File: config.mk
export PLATFORM = sky130hd
export DESIGN_NAME = mem_stage_ctrl
export DESIGN_NICKNAME = d
export VERILOG_FILES = /design/src/rtl/mem_stage_ctrl.sv
export SDC_FILE = /design/constraint.sdc
export NUM_CORES = 1
export LEC_CHECK = 0
export BUFFER_PORTS_ARGS = -buffer_cell sky130_fd_sc_hd__buf_2
export CAP_MARGIN = 20
export CORE_MARGIN = 2
export CORE_UTILIZATION = 30
export DETAILED_ROUTE_END_ITERATION = 16
export MAX_ROUTING_LAYER = met4
export PLACE_DENSITY = 0.57
export SYNTH_ARGS = -nofsm -noshare
export SYNTH_HDL_FRONTEND = slang
export SYNTH_SLANG_ARGS = --single-unit
File: constraint.sdc
create_clock -name clk -period 3 [get_ports clk]
set_clock_uncertainty 0.15 [all_clocks]
set_input_delay 0 -clock clk [delete_from_list [all_inputs] [get_ports clk]]
set_output_delay 0 -clock clk [all_outputs]
set_load 0.02 [all_outputs]
File: src/rtl/mem_stage_ctrl.sv
// Memory stage: drives a stalling data memory from the EX/MEM latch
// and registers the MEM/WB result, with timeout and halt handling.
module mem_stage_ctrl #(
  parameter int DATA_W  = 16,
  parameter int TIMEOUT = 15,
  parameter int CNT_W   = 4
) (
  input  logic              clk,
  input  logic              rst,
  input  logic              ex_valid,
  input  logic [DATA_W-1:0] ex_alu,
  input  logic [DATA_W-1:0] ex_b,
  input  logic              ex_mem_en,
  input  logic              ex_mem_wr,
  input  logic              ex_mem2reg,
  input  logic              ex_regwrite,
  input  logic [2:0]        ex_wreg,
  input  logic              ex_dump,
  output logic [DATA_W-1:0] mem_addr,
  output logic [DATA_W-1:0] mem_wdata,
  output logic              mem_rd,
  output logic              mem_wr,
  output logic              mem_dump,
  input  logic              mem_busy,
  input  logic              mem_done,
  input  logic [DATA_W-1:0] mem_rdata,
  output logic              stall_out,
  output logic              wb_regwrite,
  output logic [2:0]        wb_wreg,
  output logic [DATA_W-1:0] wb_data,
  output logic              halt_out,
  output logic              err
);

  typedef enum logic [1:0] {
    IDLE,
    REQ,
    WAIT
  } state_t;

  localparam logic [CNT_W-1:0] CNT_LAST =
    CNT_W'(TIMEOUT - 1);

  state_t           state;
  state_t           stateNext;
  logic [CNT_W-1:0] cnt;
  logic [CNT_W-1:0] cntNext;

  logic op;
  logic issue;
  logic capture;
  logic timeout;
  logic pass;
  logic stall;
  logic dumpFire;

  // once halted, memory ops degrade to pass-through
  assign op = ex_valid & ex_mem_en
            & ~ex_dump & ~halt_out;

  assign dumpFire = (state == IDLE) & ex_valid
                  & ex_dump & ~halt_out;

  assign mem_addr  = ex_alu;
  assign mem_wdata = ex_b;

  always_comb begin
    stateNext = state;
    cntNext   = cnt;
    issue     = 1'b0;
    capture   = 1'b0;
    timeout   = 1'b0;
    pass      = 1'b0;
    stall     = 1'b0;
    unique case (state)
      IDLE: begin
        if (op) begin
          issue   = ~mem_busy;
          capture = issue & mem_done;
          stall   = ~capture;
          if (mem_busy) begin
            stateNext = REQ;
          end else if (!mem_done) begin
            stateNext = WAIT;
            cntNext   = '0;
          end
        end else begin
          pass = 1'b1;
        end
      end
      REQ: begin
        issue   = ~mem_busy;
        capture = issue & mem_done;
        stall   = ~capture;
        if (issue) begin
          stateNext = mem_done ? IDLE : WAIT;
          cntNext   = '0;
        end
      end
      WAIT: begin
        capture = mem_done;
        timeout = ~mem_done & (cnt == CNT_LAST);
        stall   = ~mem_done & ~timeout;
        if (capture | timeout) begin
          stateNext = IDLE;
          cntNext   = '0;
        end else begin
          cntNext = cnt + 1'b1;
        end
      end
      default: begin
        stateNext = IDLE;
        cntNext   = '0;
      end
    endcase
  end

  // reset gates the combinational strobes immediately
  assign mem_rd    = rst & issue & ~ex_mem_wr;
  assign mem_wr    = rst & issue & ex_mem_wr;
  assign mem_dump  = rst & dumpFire;
  assign stall_out = rst & stall;

  always_ff @(posedge clk or negedge rst) begin
    if (!rst) begin
      state       <= IDLE;
      cnt         <= '0;
      wb_regwrite <= 1'b0;
      wb_wreg     <= '0;
      wb_data     <= '0;
      halt_out    <= 1'b0;
      err         <= 1'b0;
    end else begin
      state <= stateNext;
      cnt   <= cntNext;
      if (dumpFire) halt_out <= 1'b1;
      if (timeout)  err      <= 1'b1;
      unique case (1'b1)
        capture: begin
          wb_data <= (ex_mem2reg & ~ex_mem_wr)
                   ? mem_rdata : ex_alu;
          wb_regwrite <= ex_regwrite & ~ex_mem_wr;
          wb_wreg     <= ex_wreg;
        end
        pass: begin
          wb_data     <= ex_alu;
          wb_regwrite <= ex_valid & ex_regwrite;
          wb_wreg     <= ex_wreg;
        end
        default: wb_regwrite <= 1'b0;
      endcase
    end
  end

endmodule
==> flow_summary.json <==
{
  "status": "completed",
  "h-tree-depth": 1,
  "place_area_um2": 2240,
  "final_cell_area_um2": 2710,
  "drive_above_1_share_pct": 33.8,
  "worst_ep_required_time_ps": 2850,
  "cts.sink_count": 28,
  "synth.distinct_cells": 36,
  "start_util_pct": 31.4,
  "fin_crit_sh_pct": 67.2,
  "yosysTopAreaCell": "dfrtp_1",
  "synthCells": 219,
  "post_cts_buffers": 0,
  "core_um2": 6390,
  "layout_setup_ws_ps": 985,
  "p_leak_uw": 0.00126,
  "synth_edf_count": 0,
  "dieArea_um2": 7350,
  "dp_hpwl_um": 3700,
  "cp_top_family": "simple AND/OR/NAND/NOR gates",
  "root_buffer": "clkbuf_8",
  "antenna_found_initial": 0,
  "cpPeakStageDelay_ps": 480,
  "slowest_stage": "dfrtp_1",
  "ir_drop_mv": 0.214,
  "wl_um": 5750,
  "rrSetupSlack_ps": 1070,
  "power.density_nw_per_um2": 319,
  "antennaDiodeCount": 0,
  "tightest_slew_ps": 669,
  "start_kind": "register",
  "insertion_delay_ps": 270,
  "slew_violations": 0,
  "rsz0062_at_grt": "false",
  "power_uw": 863,
  "cp_data_arrival_time_ps": 1860,
  "synth_area_leaders": "dfrtp_1 (35%), buf_4 (13%), a2111o_1 (9.0%)",
  "synth_fp_nets": 282,
  "grt_pass1_vias": 1812,
  "cap_violations": 0,
  "grt_pass1_wl_um": 8830,
  "dr.pass1.iters": 4,
  "r2r_cells": 4,
  "cts_resized": 0,
  "ant_nets": 0,
  "globalRoute.totalOverflow": 0,
  "hold_depth": 4,
  "critPathKind": "register to output pin",
  "finalHoldViolations": 0,
  "post-route-min-period_ps": 2010,
  "path_cells": "or3b_1 > nand2b_1 > a221oi_2 > buf_2",
  "numCtsBuffers": 3,
  "holdCritPathClass": "primary input to register",
  "drt_iter0_drc": 122,
  "wl_per_cell_um": 15.1,
  "end_kind": "output pin",
  "die_h_um": 85.7,
  "r2r-end": "wb_data[2]",
  "cts_buffer_depth": 2,
  "cts.clk_slew.worst_paths_ps": 100,
  "hold_ws_ps": 85.6,
  "yosysSeqAreaShare_pct": 35.0,
  "area_delta_synth_final_pct": 35.0,
  "portBuffers": 86,
  "whs_endpoint": "wb_data[12]",
  "grt_max_degree": 39,
  "ys_ff_latch": 28,
  "finalNetCount": 370,
  "dp_slack_ps": 1090,
  "critPathBufInv": 1,
  "cts_tree": "built",
  "yosys_warnings": 0,
  "syn-cell-area_um2": 2000,
  "via_per_inst": 5.25,
  "setup_violations": 0,
  "synth_top_area_share_pct": 35.0,
  "rows": 29,
  "ios": 119,
  "routabilityCongestion": 0.816,
  "cp_max_fo": 7,
  "syn_area_per_cell_um2": 9.15,
  "vias": 2006,
  "die_w_um": 85.7,
  "fmax_mhz": 496,
  "min_from": "mem_rdata[12]",
  "reg2reg_from": "state[1]",
  "drc": 0,
  "synth_ff_type": "dfrtp_1",
  "grt_usage_pct": 15.3,
  "synthArstFlopShare_pct": 100,
  "worst_slew_margin_rel_pct": 55.4,
  "finalSetupTns_ps": 0
}
[power breakdown]
part,leakage (uW),switching (uW),internal (uW),total (uW)
logic,0.000898,135,109,244
registers,0.000336,13.6,398,411
clock network,0.0000216,117,90.2,208
[layout by cell type (no fill, tap or decap), types with 4 or more instances in the layout]
cell type,count
nor2b_1,4
dlygate4sd3_1,42
mux2_2,4
a2111oi_0,16
dfrtp_1,28
nor3_1,17
buf_2,86
nand2_1,34
a2111o_1,16
buf_4,4
and3_1,16
[final cells by class]
cell class	count	area (um^2)
Timing Repair Buffer	132	881
Inverter	3	11.3
Clock buffer	3	41.3
Tap cell	77	96.3
Multi-Input combinational cell	139	975
Fill cell	649	3680
Sequential cell	28	701
[state kept, by name, indices dropped and copies added (netlist names)]
register / count
cnt: 4
wb_data: 16
err: 1
state: 2
halt_out: 1
wb_wreg: 3
wb_regwrite: 1
[kinds of logic after synthesis]
logic type,count (synthesis),share of synthesized area [%]
flip-flops,28,35.0
AND/OR/NAND/NOR,87,22.4
AO/OA/AOI/OAI,44,21.5
buffers and inverters,52,16.4
adder cells (fa/ha/maj),2,1.25
multiplexers,6,3.50
[Yosys cell counts, types with 2 or more instances]
cell type  instances
o21bai_1           3
clkbuf_1          11
nand3_1            2
nand2b_1           2
and3_1            16
ha_1               2
o31ai_1            2
nand2_1           34
nor2_1             2
nor2b_1            4
inv_1              3
a2111oi_0         16
dfrtp_1           28
nor4_1             2
nor3_1            17
a2111o_1          16
buf_2              3
a221o_1            2
buf_4             34
mux2_2             4
[how the worst max path moves through the flow]
stage	cells after the start	to	from	slack (ps)
after floorplan	3	mem_wr	halt_out	1150
after global placement	4	wb_data[12]	state[1]	1110
after detailed placement	4	wb_data[12]	state[1]	1090
after CTS	4	stall_out	state[1]	950
after global routing	5	mem_wr	rst	840
final	4	stall_out	state[1]	990
[worst register-to-register path, stage by stage, from the launching register on]
cell and delay, ps:
dfrtp_1 480, mux2i_1 300, a22oi_2 210, buf_4 260, a2111o_1 410
[metal layers]
layer | vias to the layer above | track usage (%) | share of wire (%)
met5 | - | - | 0
met4 | 0 | 2.89 | 1.4
met3 | 6 | 3.46 | 6.2
met2 | 80 | 24.8 | 48
met1 | 959 | 19.8 | 44
li1 | 961 | - | -
[repair_timing]
action | in CTS | in global routing
endpoints found under the setup margin | 0 | 0
hold endpoints to repair | 67 | 0
hold buffers | 42 | 0
[stage by stage]
stage / utilization, % / cells
3_3_place_gp: 35.1 / 337
5_1_grt: 42.4 / 382
4_1_cts: 42.4 / 382
6_report: 42.4 / 382
2_1_floorplan: - / 219
3_5_place_dp: 35.1 / 337
No activity file was read; power rests on OpenSTA's default activity.
